===== config.mk =====
export PLATFORM = sky130hd
export DESIGN_NAME = uart_tx_scheduler_flat
export DESIGN_NICKNAME = d
export VERILOG_FILES = /design/src/rtl/uart_tx_scheduler_if.sv /design/src/rtl/uart_tx_scheduler.sv /design/src/flat_wrapper.sv
export SDC_FILE = /design/constraint.sdc
export NUM_CORES = 1
export LEC_CHECK = 0
export ABC_AREA = 1
export CAP_MARGIN = 25
export CELL_PAD_IN_SITES_DETAIL_PLACEMENT = 1
export CELL_PAD_IN_SITES_GLOBAL_PLACEMENT = 2
export CORE_MARGIN = 2
export CORE_UTILIZATION = 36
export DETAILED_ROUTE_END_ITERATION = 10
export DONT_BUFFER_PORTS = 1
export PLACE_DENSITY_LB_ADDON = 0.2
export SETUP_SLACK_MARGIN = 0.4
export SYNTH_ARGS = -nofsm -noshare
export SYNTH_HDL_FRONTEND = slang
export SYNTH_SLANG_ARGS = --single-unit

===== constraint.sdc =====
create_clock -name clk -period 2.2 [get_ports clk]
set_clock_uncertainty 0.15 [all_clocks]
set_input_delay 0.11 -clock clk [delete_from_list [all_inputs] [get_ports clk]]
set_output_delay 0.11 -clock clk [all_outputs]
set_load 0.02 [all_outputs]

===== src/rtl/uart_tx_scheduler_if.sv =====
// Byte-source handshake and serial line bundle for uart_tx_scheduler.
// The master side drives requests/bytes; the slave (scheduler) drives grant, status and tx.
interface uart_tx_scheduler_if #(
    parameter int unsigned NREQ = 4
);
    localparam int unsigned OW = $clog2(NREQ);

    logic [NREQ-1:0]   req;
    logic [8*NREQ-1:0] din;
    logic [NREQ-1:0]   gnt;
    logic [OW-1:0]     owner;
    logic              busy;
    logic              tx;

    modport master (
        output req,
        output din,
        input  gnt,
        input  owner,
        input  busy,
        input  tx
    );

    modport slave (
        input  req,
        input  din,
        output gnt,
        output owner,
        output busy,
        output tx
    );
endinterface


===== src/rtl/uart_tx_scheduler.sv =====
// Round-robin scheduler sharing one 8N1 UART transmitter among NREQ byte sources.
// Define UART_TX_PARITY_EN to insert an even-parity bit between data and stop.
module uart_tx_scheduler #(
    parameter int unsigned NREQ  = 4,
    parameter int unsigned B     = 9600,
    parameter int unsigned F     = 50000000,
    parameter int unsigned DIV_W = 16
) (
    input  logic              clk,
    input  logic              reset,
    uart_tx_scheduler_if.slave bus_io
);

    localparam int unsigned DIV = F / (16 * B);
    localparam int unsigned OW  = $clog2(NREQ);
    localparam logic [DIV_W-1:0] TickMax = DIV_W'(DIV - 1);

    localparam logic [2:0] StIdle   = 3'd0;
    localparam logic [2:0] StStart  = 3'd1;
    localparam logic [2:0] StData   = 3'd2;
    localparam logic [2:0] StStop   = 3'd3;
`ifdef UART_TX_PARITY_EN
    localparam logic [2:0] StParity = 3'd4;
`endif

    if (NREQ < 2 || NREQ > 8) begin : g_bad_nreq
        $error("uart_tx_scheduler: NREQ must be in 2..8");
    end
    if (DIV == 0 || $clog2(DIV) > DIV_W) begin : g_bad_div
        $error("uart_tx_scheduler: F/(16*B) must be nonzero and fit in DIV_W bits");
    end

    logic [2:0]       state_q, state_d;
    logic [DIV_W-1:0] tick_cnt_q, tick_cnt_d;
    logic [3:0]       phase_q, phase_d;
    logic [2:0]       bit_idx_q, bit_idx_d;
    logic [7:0]       shift_q, shift_d;
    logic [OW-1:0]    ptr_q, ptr_d;
    logic [OW-1:0]    owner_q, owner_d;
    logic [NREQ-1:0]  gnt_q, gnt_d;
    logic             tx_q, tx_d;
    logic             busy_q, busy_d;
`ifdef UART_TX_PARITY_EN
    logic             parity_q, parity_d;
`endif

    logic             any_req;
    logic             found;
    logic [OW-1:0]    arb_idx;
    logic [OW-1:0]    sel;
    logic [7:0]       sel_byte;
    logic             tick;
    logic             bit_end;

    // Rotating-priority search starting just after the last granted requester.
    always_comb begin
        any_req  = |bus_io.req;
        found    = 1'b0;
        arb_idx  = '0;
        sel      = '0;
        for (int k = 1; k <= int'(NREQ); k++) begin
            arb_idx = OW'((int'(ptr_q) + k) % int'(NREQ));
            if (!found && bus_io.req[arb_idx]) begin
                found = 1'b1;
                sel   = arb_idx;
            end
        end
    end

    always_comb begin
        sel_byte = 8'h00;
        for (int i = 0; i < int'(NREQ); i++) begin
            if (OW'(i) == sel) begin
                sel_byte = bus_io.din[8*i +: 8];
            end
        end
    end

    assign tick    = (tick_cnt_q == TickMax);
    assign bit_end = tick && (phase_q == 4'd15);

    always_comb begin
        state_d    = state_q;
        tick_cnt_d = tick_cnt_q;
        phase_d    = phase_q;
        bit_idx_d  = bit_idx_q;
        shift_d    = shift_q;
        ptr_d      = ptr_q;
        owner_d    = owner_q;
        gnt_d      = '0;
        tx_d       = tx_q;
        busy_d     = busy_q;
`ifdef UART_TX_PARITY_EN
        parity_d   = parity_q;
`endif

        if (state_q != StIdle) begin
            tick_cnt_d = tick ? '0 : tick_cnt_q + DIV_W'(1);
            phase_d    = tick ? phase_q + 4'd1 : phase_q;
        end

        case (state_q)
            StIdle: begin
                tx_d       = 1'b1;
                busy_d     = 1'b0;
                tick_cnt_d = '0;
                phase_d    = '0;
                if (any_req) begin
                    gnt_d      = NREQ'(1) << sel;
                    owner_d    = sel;
                    ptr_d      = sel;
                    shift_d    = sel_byte;
`ifdef UART_TX_PARITY_EN
                    parity_d   = ^sel_byte;
`endif
                    busy_d     = 1'b1;
                    tx_d       = 1'b0;
                    state_d    = StStart;
                end
            end

            StStart: begin
                if (bit_end) begin
                    state_d   = StData;
                    bit_idx_d = 3'd0;
                    tx_d      = shift_q[0];
                end
            end

            StData: begin
                if (bit_end) begin
                    if (bit_idx_q == 3'd7) begin
`ifdef UART_TX_PARITY_EN
                        state_d = StParity;
                        tx_d    = parity_q;
`else
                        state_d = StStop;
                        tx_d    = 1'b1;
`endif
                    end else begin
                        shift_d   = {1'b0, shift_q[7:1]};
                        bit_idx_d = bit_idx_q + 3'd1;
                        tx_d      = shift_q[1];
                    end
                end
            end

`ifdef UART_TX_PARITY_EN
            StParity: begin
                if (bit_end) begin
                    state_d = StStop;
                    tx_d    = 1'b1;
                end
            end
`endif

            StStop: begin
                tx_d = 1'b1;
                if (bit_end) begin
                    state_d = StIdle;
                    busy_d  = 1'b0;
                end
            end

            default: begin
                state_d = StIdle;
                tx_d    = 1'b1;
                busy_d  = 1'b0;
            end
        endcase
    end

    always_ff @(posedge clk or posedge reset) begin
        if (reset) begin
            state_q    <= StIdle;
            tick_cnt_q <= '0;
            phase_q    <= '0;
            bit_idx_q  <= '0;
            shift_q    <= '0;
            ptr_q      <= OW'(NREQ - 1);
            owner_q    <= '0;
            gnt_q      <= '0;
            tx_q       <= 1'b1;
            busy_q     <= 1'b0;
`ifdef UART_TX_PARITY_EN
            parity_q   <= 1'b0;
`endif
        end else begin
            state_q    <= state_d;
            tick_cnt_q <= tick_cnt_d;
            phase_q    <= phase_d;
            bit_idx_q  <= bit_idx_d;
            shift_q    <= shift_d;
            ptr_q      <= ptr_d;
            owner_q    <= owner_d;
            gnt_q      <= gnt_d;
            tx_q       <= tx_d;
            busy_q     <= busy_d;
`ifdef UART_TX_PARITY_EN
            parity_q   <= parity_d;
`endif
        end
    end

    assign bus_io.gnt   = gnt_q;
    assign bus_io.owner = owner_q;
    assign bus_io.busy  = busy_q;
    assign bus_io.tx    = tx_q;

endmodule

===== src/flat_wrapper.sv =====
// flat-port wrapper written by rule: the top's interface ports become plain ports
module uart_tx_scheduler_flat 
#(
    parameter int unsigned NREQ  = 4,
    parameter int unsigned B     = 9600,
    parameter int unsigned F     = 50000000,
    parameter int unsigned DIV_W = 16
)
  (clk, reset, bus_io_req, bus_io_din, bus_io_gnt, bus_io_owner, bus_io_busy, bus_io_tx);
  uart_tx_scheduler_if #(.NREQ(NREQ)) bus_io_i ();
  input  logic clk;
  input  logic reset;
  input wire logic [$bits(bus_io_i.req)-1:0] bus_io_req;
  input wire logic [$bits(bus_io_i.din)-1:0] bus_io_din;
  output wire logic [$bits(bus_io_i.gnt)-1:0] bus_io_gnt;
  output wire logic [$bits(bus_io_i.owner)-1:0] bus_io_owner;
  output wire logic [$bits(bus_io_i.busy)-1:0] bus_io_busy;
  output wire logic [$bits(bus_io_i.tx)-1:0] bus_io_tx;
  assign bus_io_i.req = bus_io_req;
  assign bus_io_i.din = bus_io_din;
  assign bus_io_gnt = bus_io_i.gnt;
  assign bus_io_owner = bus_io_i.owner;
  assign bus_io_busy = bus_io_i.busy;
  assign bus_io_tx = bus_io_i.tx;
  uart_tx_scheduler #(.NREQ(NREQ), .B(B), .F(F), .DIV_W(DIV_W)) u_core (.clk(clk), .reset(reset), .bus_io(bus_io_i));
endmodule

==> results.sh <==
export IMPL_holdWs_ns=0.0731
export IMPL_critical_path_slowest_cell="sky130_fd_sc_hd__dfstp_2"
export IMPL_sequential_element_share_of_the_synthesized_area_pct=37.7
export IMPL_detail_route_wirelength_um=9190
export IMPL_start_util_pct=37.0
export IMPL_drc=0
export IMPL_gpl_final_weighted_congestion=0.774
export IMPL_synth_area_leader_cell="sky130_fd_sc_hd__dfrtp_1"
export IMPL_power_density_mw_per_mm2=1460
export IMPL_violations="negative setup slack"
export IMPL_dp_cells=508
export IMPL_coreArea_mm2=0.00773
export IMPL_antenna_fix_cells=0
export IMPL_synth_async_sr_flop_share_pct=100
export IMPL_final_design_area_no_fill_mm2=0.00399
export IMPL_cts_htree_levels=2
export IMPL_final_core_utilization_pct=51.6
export IMPL_syn_area_mm2=0.00286
export IMPL_worstHoldStart="bus_io_din[7]"
export IMPL_antenna_found_initial=0
export IMPL_worst_path_most_repeated_cell="sky130_fd_sc_hd__nand2_1"
export IMPL_finalMaxSlewViolations=0
export IMPL_first_global_vias=3021
export IMPL_worst_path_max_fanout=11
export IMPL_netlist_instances=395
export IMPL_synth_enable_flop_cells=0
export IMPL_fp_dieH_um=93.2
export IMPL_reg2reg_from="u_core.ptr_q[0]$_DFFE_PP1P_"
export IMPL_placedInstanceArea_mm2=0.00308
export IMPL_vdd_ir_drop_worst_v=0.00113
export IMPL_worst_slew_margin_pct=41.9
export IMPL_fillCellCount=938
export IMPL_tightest_slew_ns=0.865
export IMPL_clock_root_buffer="sky130_fd_sc_hd__clkbuf_8"
export IMPL_report_final_setup_viol=1
export IMPL_finalNetCount=519
export IMPL_clock_insertion_delay_worst_skew_ns=0.30
export IMPL_power_total_mw=5.81
export IMPL_synthesis_nets=443
export IMPL_clock_tree_from_tritoncts="built"
export IMPL_grt_start_max_net_pins=24
export IMPL_clkSinkCount=43
export IMPL_routed_wire_length_per_instance_um=16.0
export IMPL_rsz0062_at_grt="true"
export IMPL_die_area_mm2=0.00868
export IMPL_floorplan_die_width_um=93.2
export IMPL_synth_largest_type_area_fraction_pct=35.0
export IMPL_synth_top_cells_by_count="sky130_fd_sc_hd__nand2_1 (106), sky130_fd_sc_hd__inv_1 (45), sky130_fd_sc_hd__nor2_1 (41)"
export IMPL_placement_rows=32
export IMPL_timing_final_hold_violations=0
export IMPL_grt_first_pass_wirelength_um=14500
export IMPL_overflow=0
export IMPL_seq_cell_area_mm2=0.00108
export IMPL_postRouteAntennaNets=0
export IMPL_path_class="flip-flop to flip-flop"
export IMPL_io_pin_count=46
export IMPL_syn_area_per_cell_um2=7.24
export IMPL_drt_initial_drc_count=76
export IMPL_synthDistinctLibCells=32
export IMPL_synth_top_cells_by_area="sky130_fd_sc_hd__dfrtp_1 (35%), sky130_fd_sc_hd__nand2_1 (14%), sky130_fd_sc_hd__inv_1 (5.9%)"
export IMPL_post_layout_nonfiller_instances=574
export IMPL_post_dp_hpwl_um=5890
export IMPL_worst_path_dominant_cell_family="simple AND/OR/NAND/NOR gates"
export IMPL_critical_path_startpoint_type="flip-flop"
export IMPL_post_drt_via_cell_ratio=4.99
export IMPL_cts_root_to_sink_buffers=2
export IMPL_postSynth_topFlopCell="sky130_fd_sc_hd__dfrtp_1"
export IMPL_fin_crit_sh_pct=101
export IMPL_worst_case_setup_margin_in_the_final_layout_ns=-0.0273
export IMPL_power_static_leakage_nw=1.91
export IMPL_grt_use_total_pct=21.1
export IMPL_setup_tns_ns=-0.0273
export IMPL_area_of_combinational_cells_with_multiple_inputs_mm2=0.00179
export IMPL_status="finished, violations left"
export IMPL_maxCapViolCount=0
export IMPL_finalCriticalPeriod_ns=2.23
export IMPL_crit_arrival_ns=2.32
export IMPL_holdCritPathClass="input port to flip-flop"
export IMPL_clkSlewWorstSetupHoldPaths_ns=0.08
export IMPL_critical_path_required_ns=2.30
export IMPL_flow_area_growth_from_synthesis_pct=39.3
export IMPL_layout_cell_share_with_drive_strength_beyond_1_pct=30.9
export IMPL_crit_buf_inv=2
export IMPL_cpPeakStageDelay_ns=0.59
export IMPL_postSynthRegisterBits=43
export IMPL_port_buffers=0
export IMPL_crit_start="u_core.ptr_q[0]$_DFFE_PP1P_"
export IMPL_synth_most_common_cell="sky130_fd_sc_hd__nand2_1"
export IMPL_achievable_freq_mhz=449
export IMPL_worst_setup_path_end_kind="flip-flop"
export IMPL_ys_warnings_count=0
export IMPL_detail_route_first_pass_iterations=4
export IMPL_timing_critical_path_cells="buf_12 -> nand2_1 -> nand2_4 -> nand2_1 -> nand2_2 -> nand2_2 -> nor2_4 -> nor2_2 -> nor2_8 -> buf_6 -> nand3_1 -> nand4_1 -> nand2_1 -> nand2_1"
export IMPL_dp_slack_ns=-0.0220
export IMPL_clock_buffers_created_by_tritoncts=5
export IMPL_route_vias_total=2866
## what timing repair did
action                                  in CTS  in global routing
hold buffers                                29                  0
pin swaps                                   15                 11
gates resized for setup                     38                 55
gates cloned                                 1                  0
buffers inserted                            17                 11
hold endpoints to repair                    27                  0
endpoints found under the setup margin      30                 35
## cell families (layout without fill, tap and decap cells)
group / count (synthesis) / count (layout) / share of synthesized area [%]
compound gates: 42 / 42 / 7.65
xor+xnor: 2 / 2 / 0.612
fa+ha+maj: 10 / 10 / 4.37
buf+inv: 58 / 134 / 8.92
flops: 43 / 43 / 37.7
simple gates: 240 / 241 / 40.7
## worst reg2reg max path, delay by kind of cell (launching register included)
| family | cells | cell delay, ns |
|---|---|---|
| buf+inv | 2 | 0.29 |
| flops | 1 | 0.59 |
| simple gates | 12 | 1.15 |
## sequential cells by signal, summed over array words and instances, names as in the netlist
name	flops
u_core.bus_io.busy	1
u_core.tick_cnt_q	16
u_core.bus_io.owner	2
u_core.ptr_q	2
u_core.shift_q	8
u_core.bus_io.gnt	4
u_core.phase_q	4
u_core.bit_idx_q	3
u_core.state_q	2
u_core.bus_io.tx	1
## final timing paths
check / cells after the start / to / slack, ns
worst min register to register: 1 / u_core.bit_idx_q[0]$_DFFE_PP0P_ / 0.34
worst min-delay path: 6 / u_core.shift_q[7]$_DFFE_PP0P_ / 0.07
max in group asynchronous: 3 / u_core.bus_io.tx$_DFFE_PP1P_ / 1.04
min in group asynchronous: 2 / u_core.tick_cnt_q[14]$_DFF_PP0_ / 0.18
worst max-delay path: 14 / u_core.shift_q[3]$_DFFE_PP0P_ / -0.03
worst max register to register: 14 / u_core.shift_q[3]$_DFFE_PP0P_ / -0.03
## metal layers
| layer | GRT usage, % | wire, µm |
|---|---|---|
| met1 | 25.3 | 3960 |
| met2 | 38.6 | 4780 |
| met3 | 3.79 | 288 |
| met4 | 5.88 | 162 |
| met5 | 0 | 0 |
## layout make-up
cell class | count | share of cell area, %
clock inverter | 1 | 0.126
inverter | 51 | 5.18
sequential | 43 | 27.1
clock buffer | 7 | 1.91
tap | 102 | 3.20
multi-input combinational | 295 | 44.8
timing repair buffer | 75 | 17.7
## cell usage in the layout, fill, tap and decap left out, types with 3 or more instances in the layout
master,Yosys,routed
sky130_fd_sc_hd__nand2_1,106,94
sky130_fd_sc_hd__dfrtp_1,40,39
sky130_fd_sc_hd__inv_1,45,35
sky130_fd_sc_hd__nor2_1,41,33
sky130_fd_sc_hd__buf_4,2,30
sky130_fd_sc_hd__dlygate4sd3_1,0,29
sky130_fd_sc_hd__nand3_1,33,28
sky130_fd_sc_hd__nand2_2,9,17
sky130_fd_sc_hd__buf_6,3,15
sky130_fd_sc_hd__nand2_4,8,13
sky130_fd_sc_hd__o21ai_0,20,12
sky130_fd_sc_hd__inv_2,5,11
sky130_fd_sc_hd__nand4_1,11,11
sky130_fd_sc_hd__a21oi_1,16,11
sky130_fd_sc_hd__nor2_2,7,10
sky130_fd_sc_hd__nand3_2,4,8
sky130_fd_sc_hd__nor3_1,12,8
sky130_fd_sc_hd__o21ai_1,2,8
sky130_fd_sc_hd__ha_1,10,7
sky130_fd_sc_hd__nor2_4,1,6
sky130_fd_sc_hd__a21oi_2,0,5
sky130_fd_sc_hd__clkbuf_8,0,5
sky130_fd_sc_hd__nor3_2,0,3
sky130_fd_sc_hd__inv_4,0,3
sky130_fd_sc_hd__dfstp_2,3,3
## power breakdown
group	total, mW	switching, mW	internal [mW]
Sequential	1.23	0.208	1.03
Combinational	4.08	2.52	1.56
Clock	0.498	0.275	0.223
Power figures use the tool's default switching activity.
